**src/rtl/debounce_pkg.sv**
```systemverilog
// Shared types and default constants for the debounce_sync block.
//   db_state_e          : debounce FSM state encoding
//   SYNC_STAGES_DEF     : default synchronizer depth
//   DEBOUNCE_CYCLES_DEF : default number of stable cycles to accept a level
package debounce_pkg;

    typedef enum logic [1:0] {
        STABLE_LOW  = 2'd0,
        CHK_HIGH    = 2'd1,
        STABLE_HIGH = 2'd2,
        CHK_LOW     = 2'd3
    } db_state_e;

    localparam int SYNC_STAGES_DEF     = 2;
    localparam int DEBOUNCE_CYCLES_DEF = 16;

endpackage

```
**src/rtl/debounce_sync_sync_chain.sv**
```systemverilog
// Multi-flop synchronizer for a single asynchronous level.
//   clk : sampling clock
//   rst : synchronous active-high reset, clears every stage
//   d   : asynchronous input (the only place it is sampled)
//   q   : synchronized level, output of the last flop
module sync_chain #(
    parameter int STAGES = 2
) (
    input  logic clk,
    input  logic rst,
    input  logic d,
    output logic q
);

    if (STAGES < 2) begin : g_bad_stages
        $error("sync_chain: STAGES must be >= 2");
    end

    logic [STAGES-1:0] stage_q;

    always_ff @(posedge clk) begin
        if (rst) begin
            stage_q <= '0;
        end else begin
            stage_q <= {stage_q[STAGES-2:0], d};
        end
    end

    assign q = stage_q[STAGES-1];

endmodule

```
**src/rtl/debounce_sync.sv**
```systemverilog
// Switch/button debouncer: synchronizes a raw level, then accepts a new
// level only after it has been seen stable for DEBOUNCE_CYCLES+1 samples.
//   clk     : single clock, rising edge
//   rst     : synchronous active-high reset
//   x_async : raw asynchronous level
//   x_clean : registered debounced level
//   rise    : one-cycle pulse when a 0->1 transition is accepted
//   fall    : one-cycle pulse when a 1->0 transition is accepted
//
// state       | meaning
// ------------+-----------------------------------------------
// STABLE_LOW  | accepted level 0, waiting for sync_q=1
// CHK_HIGH    | candidate 1 seen, counting consecutive 1s
// STABLE_HIGH | accepted level 1, waiting for sync_q=0
// CHK_LOW     | candidate 0 seen, counting consecutive 0s
module debounce_sync
    import debounce_pkg::*;
#(
    parameter int SYNC_STAGES     = SYNC_STAGES_DEF,
    parameter int DEBOUNCE_CYCLES = DEBOUNCE_CYCLES_DEF
) (
    input  logic clk,
    input  logic rst,
    input  logic x_async,
    output logic x_clean,
    output logic rise,
    output logic fall
);

    if (SYNC_STAGES < 2) begin : g_bad_sync
        $error("debounce_sync: SYNC_STAGES must be >= 2");
    end
    if (DEBOUNCE_CYCLES < 1) begin : g_bad_cycles
        $error("debounce_sync: DEBOUNCE_CYCLES must be >= 1");
    end

    localparam int CW = $clog2(DEBOUNCE_CYCLES + 1);
    localparam logic [CW-1:0] CNT_LAST = CW'(DEBOUNCE_CYCLES - 1);

    logic sync_q;

    sync_chain #(
        .STAGES (SYNC_STAGES)
    ) u_sync (
        .clk (clk),
        .rst (rst),
        .d   (x_async),
        .q   (sync_q)
    );

    db_state_e     state_q, state_d;
    logic [CW-1:0] cnt_q, cnt_d;
    logic          x_clean_q, x_clean_d;
    logic          rise_q, rise_d;
    logic          fall_q, fall_d;

    always_ff @(posedge clk) begin
        if (rst) begin
            state_q   <= STABLE_LOW;
            cnt_q     <= '0;
            x_clean_q <= 1'b0;
            rise_q    <= 1'b0;
            fall_q    <= 1'b0;
        end else begin
            state_q   <= state_d;
            cnt_q     <= cnt_d;
            x_clean_q <= x_clean_d;
            rise_q    <= rise_d;
            fall_q    <= fall_d;
        end
    end

    // The entry sample into CHK_x counts as the first stable sample, so
    // acceptance needs DEBOUNCE_CYCLES further matching samples; cnt stops
    // at CNT_LAST and therefore never wraps.
    always_comb begin
        state_d   = state_q;
        cnt_d     = cnt_q;
        x_clean_d = x_clean_q;
        rise_d    = 1'b0;
        fall_d    = 1'b0;
        case (state_q)
            STABLE_LOW: begin
                if (sync_q) begin
                    state_d = CHK_HIGH;
                    cnt_d   = '0;
                end
            end
            CHK_HIGH: begin
                if (!sync_q) begin
                    state_d = STABLE_LOW;
                    cnt_d   = '0;
                end else if (cnt_q == CNT_LAST) begin
                    state_d   = STABLE_HIGH;
                    cnt_d     = '0;
                    x_clean_d = 1'b1;
                    rise_d    = 1'b1;
                end else begin
                    cnt_d = cnt_q + CW'(1);
                end
            end
            STABLE_HIGH: begin
                if (!sync_q) begin
                    state_d = CHK_LOW;
                    cnt_d   = '0;
                end
            end
            CHK_LOW: begin
                if (sync_q) begin
                    state_d = STABLE_HIGH;
                    cnt_d   = '0;
                end else if (cnt_q == CNT_LAST) begin
                    state_d   = STABLE_LOW;
                    cnt_d     = '0;
                    x_clean_d = 1'b0;
                    fall_d    = 1'b1;
                end else begin
                    cnt_d = cnt_q + CW'(1);
                end
            end
            default: begin
                state_d = STABLE_LOW;
                cnt_d   = '0;
            end
        endcase
    end

    assign x_clean = x_clean_q;
    assign rise    = rise_q;
    assign fall    = fall_q;

endmodule

```
**config.mk**
```make
export PLATFORM = sky130hd
export DESIGN_NAME = debounce_sync
export DESIGN_NICKNAME = d
export VERILOG_FILES = /design/src/rtl/debounce_pkg.sv /design/src/rtl/debounce_sync_sync_chain.sv /design/src/rtl/debounce_sync.sv
export SDC_FILE = /design/constraint.sdc
export NUM_CORES = 1
export LEC_CHECK = 0
export BUFFER_PORTS_ARGS = -buffer_cell sky130_fd_sc_hd__buf_2
export CORE_AREA = 2 2 39 41
export DETAILED_ROUTE_END_ITERATION = 12
export DIE_AREA = 0 0 41 43
export PLACE_DENSITY_LB_ADDON = 0.05
export SLEW_MARGIN = 20
export SYNTH_ARGS = -nofsm -noshare
export SYNTH_HDL_FRONTEND = slang
export SYNTH_SLANG_ARGS = --single-unit
```
**constraint.sdc**
```tcl
create_clock -name clk -period 3.9 [get_ports clk]
set_input_delay 0.195 -clock clk [delete_from_list [all_inputs] [get_ports clk]]
set_output_delay 0.195 -clock clk [all_outputs]
set_load 0.02 [all_outputs]
```
==> summary.txt <==
Worst setup path
  – CP Launch Type: flip-flop
  – Critical path, cell by cell: ha_1, and4b_1, or4_1, a21oi_1
  – Req. time, crit path: 4.10 ns
  – Critical Path Max Stage Delay: 0.39 ns
  – Crit path DAT: 1.61 ns
  – Worst Path Max Fanout: 5
  – Critical-path top delay cell: or4_1
  – Worst Setup End Kind: flip-flop
  – Worst Setup Path Type: reg2reg

Logic synthesis
  – Top post-synthesis cells by count: 12 x dfxtp_1, 6 x nand3_1, 5 x nand2_1
  – Synthesized cell area: 506.7 sq um
  – Yosys reg bits: 12
  – Number of enable flip-flop cells after synthesis: 0
  – Async SR Flop Fraction: 0%
  – Ranking of synthesized cells by area: dfxtp_1 47%, nand3_1 5.9%, nor2b_1 4.9%, a21oi_1 4.0%, nand2_1 3.7%
  – Post-synthesis sequential area ratio: 47.41%
  – Ys Warns: 0
  – Net Count, Synth: 60
  – Post-Synthesis Cells: 56
  – Yosys cell types: 25
  – Post-synth top area share: 47.41%
  – Dominant synthesized flop cell: dfxtp_1
  – Top-count cell post-synth: dfxtp_1
  – Avg Inst Size Synth: 9.049 sq um
  – Yosys top cell by area: dfxtp_1

Global routing
  – First-pass GRT wire length: 1635 um
  – Largest net degree at the start of global routing: 11
  – Vias in the first global route: 375
  – Initial antenna violation count: 0
  – Total gr overflow: 0
  – GRT Total Usage: 13.98%

Placed design
  – Final HPWL DP: 674 um
  – Routability cong.: 0.7248
  – I/O Buffers: 5

CTS
  – CTS clock-pin slew for the worst setup and hold paths: 0.07 ns
  – Clk sinks: 12
  – CTS tree: built
  – CTS max path bufs: 2
  – Clock buffer count from CTS: 3
  – Number of H-tree levels: 1
  – CTS Root Cell: clkbuf_4
  – CTS-repair resized insts: 0
  – Clk_lat worst skew: 0.27 ns
  – Cts hold-fix bufs: 0
  – Post-CTS setup buffers: 0

Timing
  – Tcrit/Tclk final: 36.13%
  – Final hold slack: 0.1396 ns
  – Crit path time final: 1.409 ns
  – FMAX: 0.7097 GHz
  – Max Clock Skew: 0.002839 ns
  – Normalized max-slew margin: 75.11%
  – RSZ-0062 raised after global routing: no
  – Endpoints failing setup: 0
  – Max-slew violation count: 0
  – Final-report hold violation count: 0
  – Worst slew pin tran: 0.3721 ns
  – Setup_tns: 0 ns

Detailed routing
  – Final WL: 946 um
  – Vias: 427
  – Iter 0 DRT Violations: 8
  – Residual DRC count: 0
  – Avg WL per Cell: 12.13 um
  – Drt first pass iters: 3
  – Via-to-Cell Ratio: 5.474
  – Final ANT Viol Nets: 0

Status
  – Outcome: finished clean

Floorplanning
  – I/O pin count: 6
  – Die H: 43 um
  – Initial Util: 36.62%
  – Die ar.: 1763 sq um
  – Die width: 41 um
  – Core area: 1384 sq um
  – Std-Cell Rows: 14

Cells and area
  – Diodes inserted: 0
  – Layout cells sized above 1: 14.52%
  – Area delta synth->final: 11.11%
  – Final #Nets: 68
  – Fillcell total: 151

Power and ir drop
  – LEAKAGE: 0.2143 nW
  – IR drop worst, VDD: 0.1499 mV
  – Power Density: 382.9 nW/um^2

Worst hold path
  – HP Class: in2reg

Run
  – Max_cap viols: 0
## where the power goes
group / internal (W) / switching [W]
Clock: 0.0000357 / 0.0000382
Combinational: 0.00000485 / 0.00000865
Sequential: 0.000126 / 0.00000267
## final cells by class
type                    instances  area [sq um]  area share (%)
flip-flops and latches         12         240.2           42.67
well taps                      16         20.02           3.556
inverters                       4         15.01           2.667
repair buffers                  5         25.02           4.444
clock buffers                   3         22.52           4.000
multi-input cells              38         240.2           42.67
## critical path: cells and delay by family (launching register included)
family                     cells  cell delay (ns)
adders and majority gates      1             0.25
AOI/OAI and AO/OA              1             0.14
and+or+nand+nor                2             0.62
DFF                            1             0.34
## worst paths after layout
kind | end | start | cells past startpoint | slack (ns)
hold reg to reg | u_sync.stage_q[1]$_SDFF_PP0_ | u_sync.stage_q[0]$_SDFF_PP0_ | 1 | 0.43
setup reg to reg | cnt_q[0]$_SDFFE_PP0P_ | cnt_q[0]$_SDFFE_PP0P_ | 4 | 2.49
hold / removal | u_sync.stage_q[0]$_SDFF_PP0_ | x_async | 2 | 0.14
setup / recovery | cnt_q[0]$_SDFFE_PP0P_ | cnt_q[0]$_SDFFE_PP0P_ | 4 | 2.49
## cells in the final DEF (no fill, tap or decap)
cell / count
dfxtp_1: 12
nand3_1: 6
nand2_1: 5
buf_2: 5
a21oi_1: 4
nor2b_1: 4
inv_1: 3
clkbuf_4: 3
nand4_1: 2
xnor2_1: 2
o211ai_1: 2
xor2_1: 1
nand4b_1: 1
inv_2: 1
and4b_1: 1
or4_1: 1
and3_1: 1
o32ai_1: 1
o21ai_0: 1
o2111ai_1: 1
o21ai_1: 1
o311ai_1: 1
nor3_1: 1
nor4_1: 1
ha_1: 1
## flip-flops by register name, indices dropped and copies added (netlist names), named ones only
signal,count
rise,1
fall,1
x_clean,1
u_sync.stage_q,2
state_q,1
cnt_q,5
## cell families (layout without fill, tap and decap cells)
family,count (synthesis),count (layout),share of synthesized area [%]
flip-flops,12,12,47.41
buffers and inverters,6,12,5.184
adder cells (fa/ha/maj),1,1,2.469
XOR/XNOR,3,3,5.186
AO/OA/AOI/OAI,11,11,14.07
AND/OR/NAND/NOR,23,23,25.68
## through the flow
stage | util (%) | instance area, sq um | worst slack [ns] | total power [W] | std cells
final | 40.69 | 563.0 | 2.491 | 0.0002156 | 78
after global routing | 40.69 | 563.0 | 2.394 | 0.0002251 | 78
after CTS | 40.69 | 563.0 | 2.486 | 0.0002186 | 78
after detailed placement | 39.06 | 540.5 | 2.503 | 0.0001444 | 75
after global placement | 39.06 | 540.5 | 2.523 | 0.0001446 | 75
after floorplan | - | 506.7 | 2.570 | 0.0001405 | 56
## metal layers
layer	up-vias	track usage (%)	routed length [um]
li1	217	-	-
met1	201	18.21	456
met2	5	18.44	433
met3	4	4.712	27
met4	0	10.00	29
met5	-	0	0
Note: power is estimated with default switching activity, not from simulation.
